### config.mk
export PLATFORM = sky130hd
export DESIGN_NAME = pipeline_hazard_ctrl
export DESIGN_NICKNAME = d
export VERILOG_FILES = /design/src/rtl/pipeline_hazard_ctrl_pkg.sv /design/src/rtl/pipeline_hazard_ctrl_sat_counter.sv /design/src/rtl/pipeline_hazard_ctrl.sv
export SDC_FILE = /design/constraint.sdc
export NUM_CORES = 1
export LEC_CHECK = 0
export CELL_PAD_IN_SITES_DETAIL_PLACEMENT = 0
export CELL_PAD_IN_SITES_GLOBAL_PLACEMENT = 1
export CORE_MARGIN = 8
export CORE_UTILIZATION = 38
export DETAILED_ROUTE_END_ITERATION = 7
export GPL_ROUTABILITY_DRIVEN = 0
export PLACE_DENSITY_LB_ADDON = 0.1
export SLEW_MARGIN = 10
export SYNTH_ARGS = -nofsm -noshare
export SYNTH_HDL_FRONTEND = slang
export SYNTH_SLANG_ARGS = --single-unit
### constraint.sdc
create_clock -name clk -period 2.5 [get_ports clk]
set_input_delay 0.5 -clock clk [delete_from_list [all_inputs] [get_ports clk]]
set_output_delay 0.5 -clock clk [all_outputs]
set_load 0.005 [all_outputs]
### src/rtl/pipeline_hazard_ctrl_pkg.sv
// Shared types for the pipeline hazard controller: FSM states and the per-stage control bundle.
package pipeline_hazard_ctrl_pkg;

    typedef enum logic [1:0] {
        ST_RUN    = 2'd0,
        ST_BUBBLE = 2'd1,
        ST_FREEZE = 2'd2
    } state_e;

    typedef struct packed {
        logic pc_write;
        logic ifid_write;
        logic ifid_flush;
        logic idex_flush;
        logic idex_write;
        logic exmem_write;
        logic memwb_bubble;
    } ctrl_t;

    localparam ctrl_t CTRL_RUN    = '{pc_write: 1'b1, ifid_write: 1'b1, ifid_flush: 1'b0, idex_flush: 1'b0,
                                      idex_write: 1'b1, exmem_write: 1'b1, memwb_bubble: 1'b0};
    localparam ctrl_t CTRL_RESET  = '{pc_write: 1'b0, ifid_write: 1'b0, ifid_flush: 1'b1, idex_flush: 1'b1,
                                      idex_write: 1'b0, exmem_write: 1'b0, memwb_bubble: 1'b1};
    localparam ctrl_t CTRL_FREEZE = '{pc_write: 1'b0, ifid_write: 1'b0, ifid_flush: 1'b0, idex_flush: 1'b0,
                                      idex_write: 1'b0, exmem_write: 1'b0, memwb_bubble: 1'b1};
    localparam ctrl_t CTRL_BRANCH = '{pc_write: 1'b1, ifid_write: 1'b1, ifid_flush: 1'b1, idex_flush: 1'b1,
                                      idex_write: 1'b1, exmem_write: 1'b1, memwb_bubble: 1'b0};
    localparam ctrl_t CTRL_STALL  = '{pc_write: 1'b0, ifid_write: 1'b0, ifid_flush: 1'b0, idex_flush: 1'b1,
                                      idex_write: 1'b1, exmem_write: 1'b1, memwb_bubble: 1'b0};
    localparam ctrl_t CTRL_JUMP   = '{pc_write: 1'b1, ifid_write: 1'b1, ifid_flush: 1'b1, idex_flush: 1'b0,
                                      idex_write: 1'b1, exmem_write: 1'b1, memwb_bubble: 1'b0};

endpackage

### src/rtl/pipeline_hazard_ctrl_sat_counter.sv
// Saturating up-counter: holds at all-ones instead of wrapping.
module pipeline_hazard_ctrl_sat_counter #(
    parameter int unsigned W = 32
) (
    input  logic         clk,
    input  logic         reset,
    input  logic         inc,
    output logic [W-1:0] count
);

    logic [W-1:0] count_q, count_d;

    always_comb begin
        count_d = count_q;
        if (inc && (count_q != {W{1'b1}})) begin
            count_d = count_q + W'(1);
        end
    end

    always_ff @(posedge clk) begin
        if (reset) begin
            count_q <= '0;
        end else begin
            count_q <= count_d;
        end
    end

    assign count = count_q;

endmodule

### src/rtl/pipeline_hazard_ctrl.sv
// Pipeline stage write/flush/bubble control from stall, branch, jump and memory-busy events,
// with a one-bubble-per-load-use FSM, a freeze watchdog and saturating event counters.
module pipeline_hazard_ctrl
    import pipeline_hazard_ctrl_pkg::*;
#(
    parameter int unsigned CNT_W      = 32,
    parameter int unsigned FREEZE_MAX = 64
) (
    input  logic             clk,
    input  logic             reset,
    input  logic             stall_req,
    input  logic             ex_branch_taken,
    input  logic             id_jump,
    input  logic             mem_busy,
    output logic             pc_write,
    output logic             ifid_write,
    output logic             ifid_flush,
    output logic             idex_flush,
    output logic             idex_write,
    output logic             exmem_write,
    output logic             memwb_bubble,
    output logic             freeze_timeout,
    output logic [CNT_W-1:0] stall_cnt,
    output logic [CNT_W-1:0] flush_cnt,
    output logic [CNT_W-1:0] freeze_cnt
);

    localparam int unsigned RUN_W = $clog2(FREEZE_MAX + 1);
    localparam logic [RUN_W-1:0] RUN_MAX = RUN_W'(FREEZE_MAX);

    state_e           state_q, state_d;
    state_e           ret_q, ret_d;
    state_e           eff_state;
    logic [RUN_W-1:0] run_q, run_d;
    logic             timeout_q, timeout_d;
    logic             stall_inc, flush_inc, freeze_inc;
    ctrl_t            ctrl;

    // While frozen, the pipeline behaves as the state it froze in once memory releases.
    assign eff_state = (state_q == ST_FREEZE) ? ret_q : state_q;

    always_comb begin
        ctrl       = CTRL_RUN;
        state_d    = state_q;
        ret_d      = ret_q;
        run_d      = '0;
        timeout_d  = timeout_q;
        stall_inc  = 1'b0;
        flush_inc  = 1'b0;
        freeze_inc = 1'b0;
        if (reset) begin
            ctrl = CTRL_RESET;
        end else if (mem_busy) begin
            ctrl       = CTRL_FREEZE;
            state_d    = ST_FREEZE;
            ret_d      = eff_state;
            freeze_inc = 1'b1;
            run_d      = (run_q == RUN_MAX) ? run_q : run_q + RUN_W'(1);
            if (run_d == RUN_MAX) begin
                timeout_d = 1'b1;
            end
        end else begin
            state_d = ST_RUN;
            if (ex_branch_taken) begin
                ctrl      = CTRL_BRANCH;
                flush_inc = 1'b1;
            end else if (stall_req && (eff_state == ST_RUN)) begin
                ctrl      = CTRL_STALL;
                state_d   = ST_BUBBLE;
                stall_inc = 1'b1;
            end else if (id_jump) begin
                ctrl      = CTRL_JUMP;
                flush_inc = 1'b1;
            end
        end
    end

    always_ff @(posedge clk) begin
        if (reset) begin
            state_q   <= ST_RUN;
            ret_q     <= ST_RUN;
            run_q     <= '0;
            timeout_q <= 1'b0;
        end else begin
            state_q   <= state_d;
            ret_q     <= ret_d;
            run_q     <= run_d;
            timeout_q <= timeout_d;
        end
    end

    assign pc_write       = ctrl.pc_write;
    assign ifid_write     = ctrl.ifid_write;
    assign ifid_flush     = ctrl.ifid_flush;
    assign idex_flush     = ctrl.idex_flush;
    assign idex_write     = ctrl.idex_write;
    assign exmem_write    = ctrl.exmem_write;
    assign memwb_bubble   = ctrl.memwb_bubble;
    assign freeze_timeout = timeout_q;

    pipeline_hazard_ctrl_sat_counter #(.W(CNT_W)) u_stall_cnt (
        .clk(clk), .reset(reset), .inc(stall_inc), .count(stall_cnt)
    );

    pipeline_hazard_ctrl_sat_counter #(.W(CNT_W)) u_flush_cnt (
        .clk(clk), .reset(reset), .inc(flush_inc), .count(flush_cnt)
    );

    pipeline_hazard_ctrl_sat_counter #(.W(CNT_W)) u_freeze_cnt (
        .clk(clk), .reset(reset), .inc(freeze_inc), .count(freeze_cnt)
    );

endmodule

==> results.ini <==
[setup_path]
critical_path_buf_inv_count=5
crit_type=input pin to primary output
end_kind=primary output
cp-start-kind=input pin
path_max_fanout=3
cp.required_ns=2.00
crit_start=mem_busy
crit_chain=dlygate4sd2_1 -> or2_2 -> buf_4 -> inv_1 -> buf_4 -> clkdlybuf4s50_1
arrival_ns=1.90
cpMaxStageDelayCell=clkdlybuf4s50_1
cp_top_family=buffers and inverters
cpPeakStageDelay_ns=0.50
r2r-start=u_flush_cnt.count[6]$_SDFFE_PP0P_
crit_top_cell=buf_4

[route]
drtIter0Drc=369
wl_um=16400
drt_first_pass_iters=5
drcViolationCount=0
avgViaCountPerCell=5.60
via_count=5619
wl_per_cell_um=16.3
ant_nets=0

[sta]
clock-skew-final_ns=0.00845
fin_crit_ns=2.40
fmax_mhz=416
relSlewSlack_pct=62.5
fin_crit_sh_pct=96.2
finalSetupTns_ns=0
timing.final.ws_setup_ns=0.0951
setup_violations=0
hold_viol=0
rsz0062_at_grt=false
slew_violations=0
worstMarginPinSlew_ns=0.563

[clock_network]
cts.sinks=108
clk_pin_slew_ns=0.07
numCtsBuffers=9
ctsLongestPathBuffers=2
cts_tree=done
htree_levels=3
clockRootBuffer=clkbuf_16
clk-insertion-delay-late_ns=0.36

[floorplanning]
start_util_pct=38.6
num_rows=44
die_x_um=137
core-area_mm2=0.0144
fp.dieArea_mm2=0.0188
chipHeight_um=137
ios=110

[synthesis]
synth.most_common_cell=dfxtp_1
avgSynthCellArea_um2=8.33
synthArstFlopShare_pct=0
synth_ff_type=dfxtp_1
yosysWarnings=0
synth.top_cells.by_area=dfxtp_1 39%, a21oi_1 5.5%, or4_1 4.3%
synth_seq_area_share_pct=38.8
synth_seq_cells=108
synth_nets=680
synth-edff-count=0
synth_common_cells=108 x dfxtp_1, 61 x a21oi_1, 49 x nor2_1
netlist_area_mm2=0.00557
yosysTopAreaCellShare_pct=38.8
yosys.cell_types.count=53
synth_area_leader_cell=dfxtp_1
postSynthCellCount=669

[cells_and_area]
syn2layout_area_growth_pct=34.6
drive_gt1_share_pct=12.9
final_util_pct=52.0
final_cells=1003
final_nets=825
final_area_mm2=0.00750
diodes=0

[grt]
grt_pass1_vias=5242
grt_antenna_before_repair=0
grt_first_pass_wirelength_um=27100
grt-ovfl-total=0
grt_max_degree=53
groute.usage.overall_pct=17.7

[run_status]
outcome=completed

[power]
ir_drop_mv=0.276
power.density_mw_per_mm2=431
p_leak_nw=2.46

[placement]
port_buffers=109
dp_slack_ns=-0.242
placed_cells=987
place_area_mm2=0.00722
place_hpwl_um=12000

[worst_hold_path]
holdCritPathClass=flop to flop
holdCritStartpoint=ret_q[1]$_SDFFE_PP0P_

[flow_run]
maxCapViolCount=0

-- repair_timing --
| action | in CTS | in global routing |
|---|---|---|
| buffers inserted | 0 | 0 |
| endpoints found under the setup margin | 5 | 3 |
| resized for setup | 4 | 3 |
| pin swaps | 0 | 1 |
| hold buffers | 0 | 0 |
-- kinds of logic after synthesis --
logic type	after synthesis	share of synthesized area [%]
simple gates	307	31.8
compound gates	159	17.9
flops	108	38.8
buf+inv	52	3.82
xor+xnor	25	3.93
mux	13	2.58
fa+ha+maj	5	1.12
-- power breakdown --
group          leakage [nW]  switching, mW  internal (mW)  total (mW)
logic                  1.46         0.0867         0.0690       0.156
registers             0.871        0.00967           1.73        1.74
clock network         0.131          0.637          0.703        1.34
total                  2.46          0.733           2.50        3.23
-- cell type report --
| cell class | count | area [um2] |
|---|---|---|
| Multi-Input combinational cell | 509 | 3210 |
| Clock buffer | 14 | 254 |
| Tap cell | 184 | 230 |
| Clock inverter | 2 | 10.0 |
| Inverter | 13 | 48.8 |
| Fill cell | 1388 | 6930 |
| Timing Repair Buffer | 173 | 1580 |
| Sequential cell | 108 | 2160 |
-- worst reg2reg max path, delay by kind of cell, from the launching register on --
family | cells | cell delay [ns]
mux | 1 | 0.37
simple gates | 4 | 1.40
flops | 1 | 0.47
-- per-layer routing --
layer	part of all wire, %	track usage [%]
met3	5.9	4.96
met5	0	0
met4	0.80	4.41
met2	46	27.9
met1	47	23.4
-- metrics by stage --
step	total power, mW	hold WS (ns)
floorplan	1.85	0.446
global placement	1.93	0.458
detailed placement	1.94	0.476
CTS	3.28	0.496
global route	3.37	0.506
finish	3.23	0.496
-- layout by cell type (no fill, tap or decap), types with 3 or more instances in the layout --
| cell type | instances |
|---|---|
| or3_1 | 29 |
| o41ai_1 | 3 |
| nor4_1 | 3 |
| dlygate4sd2_1 | 3 |
| o311ai_0 | 6 |
| clkbuf_16 | 9 |
| xor2_1 | 8 |
| nand3_1 | 38 |
| nor3_1 | 10 |
| a21oi_1 | 61 |
| clkdlybuf4s50_1 | 104 |
| nor2_1 | 49 |
| dfxtp_1 | 108 |
| and4_1 | 11 |
| nor4b_1 | 3 |
| a2111oi_0 | 4 |
| ha_1 | 5 |
| clkbuf_1 | 4 |
| a311oi_1 | 6 |
| nand2_1 | 42 |
| buf_4 | 64 |
| or4_2 | 3 |
| or4_1 | 32 |
| or2_2 | 5 |
| mux2_2 | 11 |
| o211ai_1 | 4 |
| nand2b_1 | 3 |
| and3_1 | 13 |
| o31ai_1 | 31 |
| and2_1 | 6 |
| nand4_1 | 36 |
| nor3b_1 | 3 |
| a211oi_1 | 4 |
| inv_1 | 11 |
| nor2b_1 | 13 |
| o21ai_0 | 29 |
| xnor2_1 | 17 |
-- final timing paths --
path | cells after the start | slack [ns] | end
worst max-delay path | 6 | 0.1 | idex_write
worst min-delay path | 2 | 0.50 | ret_q[1]$_SDFFE_PP0P_
worst max register to register | 5 | 0.15 | u_flush_cnt.count[31]$_SDFFE_PP0P_
worst min register to register | 2 | 0.50 | ret_q[1]$_SDFFE_PP0P_
-- flip-flops by register name (all words and copies together) (netlist names) --
register and cells:
state_q 2, ret_q 2, u_flush_cnt.count 32, u_freeze_cnt.count 32, u_stall_cnt.count 32, freeze_timeout 1
run_q 7
Power figures use the tool's default switching activity.
